`config.mk`:
```
export PLATFORM = sky130hd
export DESIGN_NAME = seq_approx_divider
export DESIGN_NICKNAME = d
export VERILOG_FILES = /design/src/rtl/seq_approx_divider.sv
export SDC_FILE = /design/constraint.sdc
export NUM_CORES = 1
export LEC_CHECK = 0
export ABC_CLOCK_PERIOD_IN_PS = 9120
export CAP_MARGIN = 20
export CORE_AREA = 2 2 108 110
export DETAILED_ROUTE_END_ITERATION = 16
export DIE_AREA = 0 0 110 112
export PLACE_DENSITY = 0.51
export SYNTH_ARGS = -nofsm -noshare
export SYNTH_HDL_FRONTEND = slang
export SYNTH_SLANG_ARGS = --single-unit
export TNS_END_PERCENT = 10
```
`constraint.sdc`:
```
create_clock -name clk_i -period 9.12 [get_ports clk_i]
set_input_delay 1.824 -clock clk_i [delete_from_list [all_inputs] [get_ports clk_i]]
set_output_delay 1.824 -clock clk_i [all_outputs]
set_load 0.05 [all_outputs]
```
`src/rtl/seq_approx_divider.sv`:
```
// Sequential 2N/N restoring divider: one quotient bit per cycle, MSB first, over one
// row of DW borrow-ripple subtractor cells, with optional approximate low-order cells.
module seq_approx_divider #(
  parameter int DW          = 8,
  parameter int APPROX_ROWS = 4,
  parameter int APPROX_COLS = 8
) (
  input  logic            clk_i,
  input  logic            rst_i,
  input  logic            in_valid_i,
  output logic            in_ready_o,
  input  logic [2*DW-1:0] n_i,
  input  logic [DW-1:0]   d_i,
  input  logic            approx_en_i,
  output logic            out_valid_o,
  input  logic            out_ready_i,
  output logic [DW-1:0]   q_o,
  output logic [DW-1:0]   r_o,
  output logic            dz_o,
  output logic            ovf_o
);

  localparam int CW = (DW > 1) ? $clog2(DW) : 1;

  typedef enum logic [1:0] {S_IDLE, S_BUSY, S_DONE} state_t;

  state_t          state_q, state_d;
  logic [CW-1:0]   cnt_q;
  logic [DW-2:0]   n_lo_q;
  logic [DW-1:0]   d_q;
  logic            approx_q;
  logic            dz_q;
  logic            ovf_q;
  logic            top_q;
  logic [DW-1:0]   rem_q;
  logic [DW-1:0]   quot_q;
  logic [DW-1:0]   q_q;
  logic [DW-1:0]   r_q;
  logic            dz_out_q;
  logic            ovf_out_q;

  logic            accept;
  logic [DW-1:0]   diff;
  logic            borrow;
  logic            q_bit;
  logic [DW-1:0]   rem_next;

  always_comb begin
    state_d    = state_q;
    in_ready_o = (state_q == S_IDLE) || ((state_q == S_DONE) && out_ready_i);
    accept     = in_valid_i && in_ready_o;
    case (state_q)
      S_IDLE: if (accept) state_d = S_BUSY;
      S_BUSY: if (cnt_q == '0) state_d = S_DONE;
      S_DONE: begin
        if (accept)           state_d = S_BUSY;
        else if (out_ready_i) state_d = S_IDLE;
      end
      default: state_d = S_IDLE;
    endcase
  end

  // One subtractor row; cells below APPROX_ROWS/APPROX_COLS switch to the approximate form.
  always_comb begin
    logic x, y, b, use_apx;
    diff   = '0;
    borrow = 1'b0;
    for (int j = 0; j < DW; j++) begin
      x       = rem_q[j];
      y       = d_q[j];
      b       = borrow;
      use_apx = approx_q && (int'(cnt_q) < APPROX_ROWS) && (j < APPROX_COLS);
      if (use_apx) begin
        diff[j] = x | (y ^ b);
        borrow  = y | (~x & b);
      end else begin
        diff[j] = x ^ y ^ b;
        borrow  = (~x & y) | (~(x ^ y) & b);
      end
    end
    q_bit    = top_q | ~borrow;
    rem_next = q_bit ? diff : rem_q;
  end

  always_ff @(posedge clk_i) begin
    if (rst_i) begin
      state_q   <= S_IDLE;
      cnt_q     <= '0;
      n_lo_q    <= '0;
      d_q       <= '0;
      approx_q  <= 1'b0;
      dz_q      <= 1'b0;
      ovf_q     <= 1'b0;
      top_q     <= 1'b0;
      rem_q     <= '0;
      quot_q    <= '0;
      q_q       <= '0;
      r_q       <= '0;
      dz_out_q  <= 1'b0;
      ovf_out_q <= 1'b0;
    end else begin
      state_q <= state_d;
      if (accept) begin
        n_lo_q   <= n_i[DW-2:0];
        d_q      <= d_i;
        approx_q <= approx_en_i;
        dz_q     <= (d_i == '0);
        ovf_q    <= (n_i[2*DW-1:DW] >= d_i);
        top_q    <= n_i[2*DW-1];
        rem_q    <= n_i[2*DW-2:DW-1];
        cnt_q    <= CW'(DW-1);
        quot_q   <= '0;
      end else if (state_q == S_BUSY) begin
        quot_q[cnt_q] <= q_bit;
        if (cnt_q != '0) begin
          top_q <= rem_next[DW-1];
          rem_q <= {rem_next[DW-2:0], n_lo_q[cnt_q - 1'b1]};
          cnt_q <= cnt_q - 1'b1;
        end else begin
          // Result registers change only here so they stay stable under back-pressure.
          q_q       <= {quot_q[DW-1:1], q_bit};
          r_q       <= rem_next;
          dz_out_q  <= dz_q;
          ovf_out_q <= ovf_q;
        end
      end
    end
  end

  assign out_valid_o = (state_q == S_DONE);
  assign q_o         = q_q;
  assign r_o         = r_q;
  assign dz_o        = dz_out_q;
  assign ovf_o       = ovf_out_q;

endmodule

```
==> out/results.ini, run 1 <==
[status]
outcome=finished clean

[clock_network]
clk_path_buf_depth=2
clkTransAtPathRegs_ns=0.06
clkLatencyLatePin_ns=0.34
cts_sinks=57
cts_made_buffers=9
h-tree-depth=3
postCtsResizedCells=0
holdBufCountCts=0
tritoncts=built
post_cts_buffers=0
root_buffer=clkbuf_16

[timing]
clock_skew_ns=0.00918
fin_crit_ns=6.07
fmax_mhz=165
setup_viol=0
fin_tns_setup_ns=0
final_hold_viol_count=0
worstMarginPinSlew_ns=0.876
rsz0062_at_grt=false
finalMaxSlewViolations=0
maxSlewHeadroom_pct=41.4
finalCritPeriodShare_pct=66.5

[layout]
antenna_cells=0
nets=492
finalCoreUtilization_pct=37.5
fill_cells=1151
drive_above_1_share_pct=8.24
areaGrowthSynthToFinish_pct=27.3

[yosys]
yosys_register_bits=57
ys_seq_area_share_pct=34.7
syn_nets=455
synth_area_leaders=dfxtp_1, nand2_1, a21oi_1
netlist_instances=407
synth_ff_type=dfxtp_1
async_flop_share_pct=0
synth_area_sq_mm=0.00329
synth_cell_type_count=58
ys_warn_count=0
synth_top_area_share_pct=34.7
yosys-top-cells-count=nand2_1, dfxtp_1, a21oi_1
synth.most_common_cell=nand2_1
synth_edf_count=0
yosysTopAreaCell=dfxtp_1
avgSynthCellArea_sq_um=8.09

[place]
port_buffers=48
dp_hpwl_mm=6.27
place.gp.congestion=0.808

[grt]
antenna_found_initial=0
grt_pass1_vias=2919
track_usage_pct=15.5
grt_overflow_total=0
grt_max_degree=62
grt_pass1_wl_mm=14.6

[floorplan]
std_cell_rows=39
pin_count=49
die_area_sq_mm=0.0123
die_y_microns=112
core_sq_mm=0.0112
start_util_pct=29.5
die_w_microns=110

[pwr]
p_leak_nw=1.53
ir_drop_mv=0.107
powerDensity_mw_per_mm2=220

[flow_run]
drv_cap=0

[detailed_routing]
ant_nets=0
vias_per_cell=4.98
avgRoutedWirePerCell_microns=15.3
first_iter_violations=178
vias=2949
drc_errors=0
routed_wirelength_mm=9.03
drtPass1Iterations=4

[critical_path]
arrival_ns=6.26
cp_slowest_stage_delay_ns=0.58
critPathMaxFanout=27
worstPathRequired_ns=9.31
path_common_cell=fa_1
cp_slowest_cell=dfxtp_1
crit_type=reg2reg
end_kind=register
cp-start-kind=register

[min_path]
hp-class=reg2reg

## registers in the layout, summed over array words and instances, names as in the netlist, 2 cells and up
name	cells
rem_q	8
cnt_q	3
n_lo_q	7
r_o	8
q_o	8
d_q	8
quot_q	7
state_q	2
## report_power, final
part	switching (W)	leakage, nW	total (W)	internal [W]
logic	0.000164	0.913	0.000264	0.0000996
clock network	0.000129	0.156	0.000370	0.000241
registers	0.0000218	0.465	0.000289	0.000267
## routing by layer
metal | routed length, microns | vias up | global-route usage [%]
met3 | 425 | 9 | 3.69
met5 | 0 | - | 0
met1 | 4420 | 1370 | 20.6
li1 | - | 1502 | -
met2 | 4060 | 68 | 24.0
met4 | 129 | 0 | 5.82
## placed cells by master, fill, tap and decap left out, types with 9 or more instances in the layout
cell type and instances:
a21oi_1 44, inv_1 23, clkbuf_16 9, nor3_1 20, nand3_1 9, nor2_1 20
clkdlybuf4s50_1 47, nand2_1 86, ha_1 12, dfxtp_1 57
## critical path: cells and delay by family, from the launching register on
kind                     cells  cell delay [ns]
flip-flops                   1             0.58
adder cells (fa/ha/maj)      7             2.69
buffers and inverters        1             0.28
AO/OA/AOI/OAI                7             1.02
multiplexers                 1             0.28
AND/OR/NAND/NOR             10             1.08
## final timing paths
kind / startpoint / endpoint / slack, ns / cells past startpoint
max: cnt_q[2] / r_o[4] / 3.05 / 26
min: q_o[1] / q_o[1] / 0.45 / 2
max reg2reg: cnt_q[2] / r_o[4] / 3.05 / 26
min reg2reg: q_o[1] / q_o[1] / 0.45 / 2
## area by class of cell
| class | count | area, sq um | share of cell area, % |
|---|---|---|---|
| Sequential cell | 57 | 1140 | 27.2 |
| Tap cell | 143 | 179 | 4.27 |
| Clock buffer | 9 | 225 | 5.37 |
| Timing Repair Buffer | 52 | 505 | 12.1 |
| Inverter | 23 | 86.3 | 2.06 |
| Clock inverter | 7 | 103 | 2.45 |
| Multi-Input combinational cell | 301 | 1950 | 46.6 |
## kinds of logic (layout without fill, tap and decap cells)
logic type / count (synthesis) / in the layout / synth area share, %
AOI/OAI and AO/OA: 99 / 99 / 21.8
xor gates and xnor gates: 6 / 6 / 1.60
adders and majority gates: 19 / 19 / 8.81
buffers and inverters: 49 / 91 / 6.31
DFF: 57 / 57 / 34.7
muxes: 10 / 10 / 3.50
and+or+nand+nor: 167 / 167 / 23.3
## per-stage QoR
step                      hold slack [ns]  setup slack [ns]  std cells  cell area (sq um)  power (W)
after floorplan                     0.431              3.39        407               3290   0.000492
after global placement              0.441              3.22        576               3860   0.000554
after detailed placement            0.443              3.03        576               3860   0.000558
after CTS                           0.453              3.02        592               4190   0.000934
after global routing                0.465              2.57        592               4190   0.000971
final                               0.451              3.05        592               4190   0.000923
Power figures use the tool's default switching activity.
==> run 2: changes to the inputs <==
- ABC_CLOCK_PERIOD_IN_PS: 9120 -> 6100
- clock period: 9.12 -> 6.1 ns (I/O delays scaled with it)
==> out/results.ini, run 2 (same netlist as run 1, synthesis figures left out) <==
[status]
outcome=finished clean

[detailed_routing]
first_iter_violations=134  ; -25%
drc_errors=0  ; unchanged
vias_per_cell=5.06  ; +1.6%
avgRoutedWirePerCell_microns=15.4  ; +0.63%
routed_wirelength_mm=9.10  ; +0.80%
ant_nets=0  ; unchanged
drtPass1Iterations=5  ; +1
vias=3002  ; +1.8%

[timing]
fin_crit_ns=5.71  ; -0.360 ns
finalCritPeriodShare_pct=93.5  ; +27 points
finalWorstSetupSlack_ns=0.394  ; -2.66 ns
fmax_mhz=175  ; +6.3%
maxSlewHeadroom_pct=39.0  ; -2.3 points
fin_tns_setup_ns=0  ; unchanged
setup_viol=0  ; unchanged
clock_skew_ns=0.00565  ; -0.00353 ns
rsz0062_at_grt=false
finalMaxSlewViolations=0  ; unchanged
final_hold_viol_count=0  ; unchanged
worstMarginPinSlew_ns=0.911  ; +0.0348 ns

[critical_path]
critPathTopFamily=adder cells
rrSetupSlack_ns=0.39  ; -2.66 ns
critPathMaxFanout=23  ; -15%
startpoint=approx_q
cp_slowest_stage_delay_ns=0.42  ; -0.16 ns
arrival_ns=5.94  ; -0.32 ns
rr_endpoint=r_o[1]
path_depth=26  ; unchanged
crit_path_end=r_o[1]
cp_slowest_cell=fa_1
worstPathRequired_ns=6.33  ; -2.98 ns
crit_type=reg2reg
cp-start-kind=register
r2r-start=approx_q
end_kind=register
r2r_cells=26  ; unchanged
path_buf_inv=0  ; -1

[layout]
nets=494  ; +0.41%
layoutNonFillerInstCount=593  ; +0.17%
layout_commonest_cell=nand2_1
finalCoreUtilization_pct=37.3  ; -0.24 points
antenna_cells=0  ; unchanged
drive_above_1_share_pct=8.67  ; +0.43 points
mostFrequentLayoutCells=nand2_1, dfxtp_1, clkdlybuf4s50_1
design_area_sq_mm=0.00417  ; -0.63%
areaGrowthSynthToFinish_pct=26.5

[floorplan]
die_area_sq_mm=0.0123  ; unchanged
pin_count=49  ; unchanged
core_sq_mm=0.0112  ; unchanged
die_y_microns=112  ; unchanged
die_w_microns=110  ; unchanged
std_cell_rows=39  ; unchanged
start_util_pct=29.5  ; unchanged

[min_path]
hp-class=reg2reg

[place]
place_inst=578  ; +0.35%
place.gp.congestion=0.809  ; about the same
dpl_cell_area_sq_mm=0.00388  ; +0.39%
port_buffers=48  ; unchanged
dp_slack_ns=0.381  ; -2.65 ns
dp_hpwl_mm=6.36  ; +1.5%

[grt]
grt_util_met2_pct=23.2  ; -0.82 points
grt_pass1_vias=2916  ; -0.10%
grt_pass1_wl_mm=14.9  ; +1.6%
grt_max_degree=62  ; unchanged
track_usage_pct=15.5  ; +0.025 points
grt_overflow_total=0  ; unchanged
grt_use_met1_pct=22.0  ; +1.5 points
antenna_found_initial=0  ; unchanged
use_met3_pct=3.57  ; -0.12 points
grt.busiest_layer=met2

[pwr]
powerDensity_mw_per_mm2=318  ; +44%
ir_drop_mv=0.135  ; +26%
p_leak_nw=1.53  ; -0.53%

[clock_network]
cts_made_buffers=9  ; unchanged
cts_sinks=57  ; unchanged
root_buffer=clkbuf_16
h-tree-depth=3  ; unchanged
post_cts_buffers=0  ; unchanged
clkLatencyLatePin_ns=0.33  ; about the same
clkTransAtPathRegs_ns=0.05  ; about the same
clk_path_buf_depth=2  ; unchanged
tritoncts=built

[flow_run]
drv_cap=0  ; unchanged

-- run 2: changes by cell type in the layout (fill, tap and decap cells not counted), sizes merged --
cell	delta
bufinv	-1
buf	+2
clkinvlp	+1
inv	-1
-- run 2: worst min-delay path by stage --
stage | start | to | slack [ns] | depth (start not counted)
2_1_floorplan | quot_q[1] | q_o[1] | 0.43 | 2
3_3_place_gp | n_lo_q[0] | n_lo_q[0] | 0.44 | 2
3_5_place_dp | quot_q[6] | q_o[6] | 0.45 | 2
4_1_cts | quot_q[6] | q_o[6] | 0.45 | 2
5_1_grt | q_o[0] | q_o[0] | 0.47 | 2
6_report | quot_q[6] | q_o[6] | 0.45 | 2
-- run 2: what timing repair did --
action                     4_1_cts  5_1_grt
setup endpoints to repair        0        1
gates resized for setup          0        1
hold buffers                     0        0
-- run 2: layout make-up --
class                      instances  area [sq um]
multi-input combinational        301          1950
clock inverter                     6          60.1
inverter                          23          86.3
tap                              143           179
fill                            1165          7010
clock buffer                       9           225
timing repair buffer              54           520
sequential                        57          1140
-- run 2: where the power goes --
| part | internal [W] | switching [W] | total (W) |
|---|---|---|---|
| registers | 0.000400 | 0.0000299 | 0.000430 |
| logic | 0.000151 | 0.000250 | 0.000401 |
| clock network | 0.000311 | 0.000181 | 0.000492 |
-- run 2: stage by stage --
step / total power (W) / hold WS, ns
finish: 0.00132 / 0.451
global placement: 0.000833 / 0.440
floorplan: 0.000736 / 0.431
global route: 0.00140 / 0.468
detailed placement: 0.000838 / 0.447
CTS: 0.00133 / 0.455
-- run 2: worst reg2reg max path: stages, from the launching register on --
cell      delay [ns]
dfxtp_1         0.36
nand2b_1        0.20
nand2_1         0.11
o21ai_0         0.12
fa_1            0.38
nand2_1         0.06
o21ai_0         0.10
fa_1            0.37
nand2_1         0.06
o21ai_0         0.09
fa_1            0.36
mux2_2          0.28
fa_1            0.38
nand2_1         0.07
o21ai_0         0.10
fa_1            0.38
nand2_1         0.06
o21ai_0         0.10
fa_1            0.38
nand2_1         0.06
nand2_1         0.07
fa_1            0.42
nor2_1          0.14
or4bb_1         0.14
o41a_4          0.35
o211ai_1        0.18
a311oi_1        0.29
-- run 2: per-layer routing --
| metal | part of all wire [%] | vias up |
|---|---|---|
| met5 | 0 | - |
| met4 | 0.94 | 0 |
| met3 | 5.0 | 10 |
| met2 | 44 | 61 |
| met1 | 50 | 1425 |
| li1 | - | 1506 |
==> run 3: changes to the inputs <==
- RECOVER_POWER: default -> 25
- TNS_END_PERCENT: 10 -> 50
==> out/results.ini, run 3 (same netlist as run 1, synthesis figures left out) <==
[status]
outcome=finished clean

[grt]
grt_overflow_total=0  ; unchanged
antenna_found_initial=0  ; unchanged
track_usage_pct=15.5  ; unchanged
grt_pass1_wl_mm=14.9  ; unchanged
grt_pass1_vias=2916  ; unchanged
grt_max_degree=62  ; unchanged

[timing]
clock_skew_ns=0.00568  ; +0.0000316 ns
worstMarginPinSlew_ns=0.910  ; -0.000902 ns
final_hold_viol_count=0  ; unchanged
fin_crit_ns=5.70  ; -0.00492 ns
fin_tns_setup_ns=0  ; unchanged
whs_ns=0.450  ; -0.00145 ns
setup_viol=0  ; unchanged
fmax_mhz=175  ; about the same
rsz0062_at_grt=false
maxSlewHeadroom_pct=39.1  ; +0.060 points
finalCritPeriodShare_pct=93.5  ; about the same
finalMaxSlewViolations=0  ; unchanged

[floorplan]
die_y_microns=112  ; unchanged
std_cell_rows=39  ; unchanged
pin_count=49  ; unchanged
die_area_sq_mm=0.0123  ; unchanged
start_util_pct=29.5  ; unchanged
core_sq_mm=0.0112  ; unchanged
die_w_microns=110  ; unchanged

[critical_path]
end_kind=register
r2r_cells=26  ; unchanged
rr_endpoint=r_o[1]
arrival_ns=5.93  ; about the same
cp-start-kind=register
worstPathRequired_ns=6.33  ; about the same
rrSetupSlack_ns=0.40  ; about the same
r2r-start=approx_q
crit_type=reg2reg
critPathMaxFanout=23  ; unchanged

[clock_network]
tritoncts=built
cts_made_buffers=9  ; unchanged
holdBufCountCts=0  ; unchanged
h-tree-depth=3  ; unchanged
root_buffer=clkbuf_16
clkTransAtPathRegs_ns=0.05  ; about the same
clk_path_buf_depth=2  ; unchanged
cts_sinks=57  ; unchanged
clkLatencyLatePin_ns=0.33  ; about the same

[detailed_routing]
routed_wirelength_mm=9.11  ; about the same
drtPass1Iterations=4  ; -1
vias=3005  ; +0.10%
first_iter_violations=134  ; unchanged
drc_errors=0  ; unchanged
vias_per_cell=5.07  ; about the same
avgRoutedWirePerCell_microns=15.4  ; about the same
ant_nets=0  ; unchanged

[layout]
mostFrequentLayoutCells=nand2_1, dfxtp_1, a21oi_1
layout_commonest_cell=nand2_1
fill_cells=1165  ; unchanged
nets=494  ; unchanged
areaGrowthSynthToFinish_pct=26.5  ; unchanged
antenna_cells=0  ; unchanged
drive_above_1_share_pct=8.67  ; unchanged

[place]
port_buffers=48  ; unchanged
place.gp.congestion=0.809  ; unchanged
dp_hpwl_mm=6.36  ; unchanged

[min_path]
hold_end=q_o[5]
min_from=q_o[5]
hp-class=reg2reg
whs_path_depth=2  ; unchanged

[pwr]
powerDensity_mw_per_mm2=317  ; about the same
p_leak_nw=1.55  ; +1.6%
ir_drop_mv=0.135  ; about the same

[flow_run]
drv_cap=0  ; unchanged

==> run 3: cell types whose count changed in the layout (fill, tap and decap cells not counted), sizes merged <==
cell           change
clkdlybuf4s50      -8
dlygate4sd3        +8
==> run 3: per-layer routing <==
metal	vias to the layer above	global-route usage [%]	part of all wire, %
met4	0	4.47	0.94
li1	1506	-	-
met2	64	23.2	44
met1	1425	22.0	50
met5	-	0	0
met3	10	3.57	5.2
==> run 3: area by class of cell <==
| class | count | area [sq um] | share of cell area, % |
|---|---|---|---|
| Clock buffer | 9 | 225 | 5.41 |
| Clock inverter | 6 | 60.1 | 1.44 |
| Inverter | 23 | 86.3 | 2.07 |
| Multi-Input combinational cell | 301 | 1950 | 46.9 |
| Sequential cell | 57 | 1140 | 27.4 |
| Tap cell | 143 | 179 | 4.30 |
| Timing Repair Buffer | 54 | 520 | 12.5 |
==> run 3: worst max path at each step <==
stage | from | end | slack, ns | depth (start not counted)
after floorplan | cnt_q[2] | r_o[4] | 0.37 | 29
after global placement | cnt_q[2] | r_o[1] | 0.62 | 26
after detailed placement | cnt_q[2] | r_o[1] | 0.38 | 26
after CTS | approx_q | r_o[1] | 0.37 | 26
after global routing | approx_q | r_o[1] | 0.02 | 26
final | approx_q | r_o[1] | 0.40 | 26
==> run 3: critical path, cell delays in order (launching register included) <==
cell	delay, ns
dfxtp_1	0.36
nand2b_1	0.20
nand2_1	0.11
o21ai_0	0.12
fa_1	0.38
nand2_1	0.06
o21ai_0	0.10
fa_1	0.37
nand2_1	0.06
o21ai_0	0.09
fa_1	0.36
mux2_2	0.28
fa_1	0.38
nand2_1	0.07
o21ai_0	0.10
fa_1	0.38
nand2_1	0.06
o21ai_0	0.10
fa_1	0.38
nand2_1	0.06
nand2_1	0.07
fa_1	0.42
nor2_1	0.14
or4bb_1	0.14
o41a_4	0.35
o211ai_1	0.17
a311oi_1	0.29
==> run 3: metrics by stage <==
| step | area [sq um] | setup WS [ns] | utilization [%] | cells | total power [W] |
|---|---|---|---|---|---|
| after floorplan | 3290 | 0.371 | - | 407 | 0.000736 |
| after global routing | 4170 | 0.0187 | 37.3 | 593 | 0.00140 |
| after detailed placement | 3880 | 0.381 | 34.7 | 578 | 0.000838 |
| after global placement | 3880 | 0.616 | 34.7 | 578 | 0.000833 |
| after CTS | 4160 | 0.371 | 37.3 | 593 | 0.00133 |
| final | 4170 | 0.399 | 37.3 | 593 | 0.00132 |
==> run 3: timing repair <==
item	4_1_cts	5_1_grt
endpoints found under the setup margin	0	1
endpoints found under the hold margin	0	0
setup buffers	0	0
resized for setup	0	1
==> run 3: power by group <==
group	total [W]	internal, W	switching [W]
sequential	0.000430	0.000400	0.0000299
combinational	0.000401	0.000151	0.000250
clock	0.000492	0.000311	0.000181
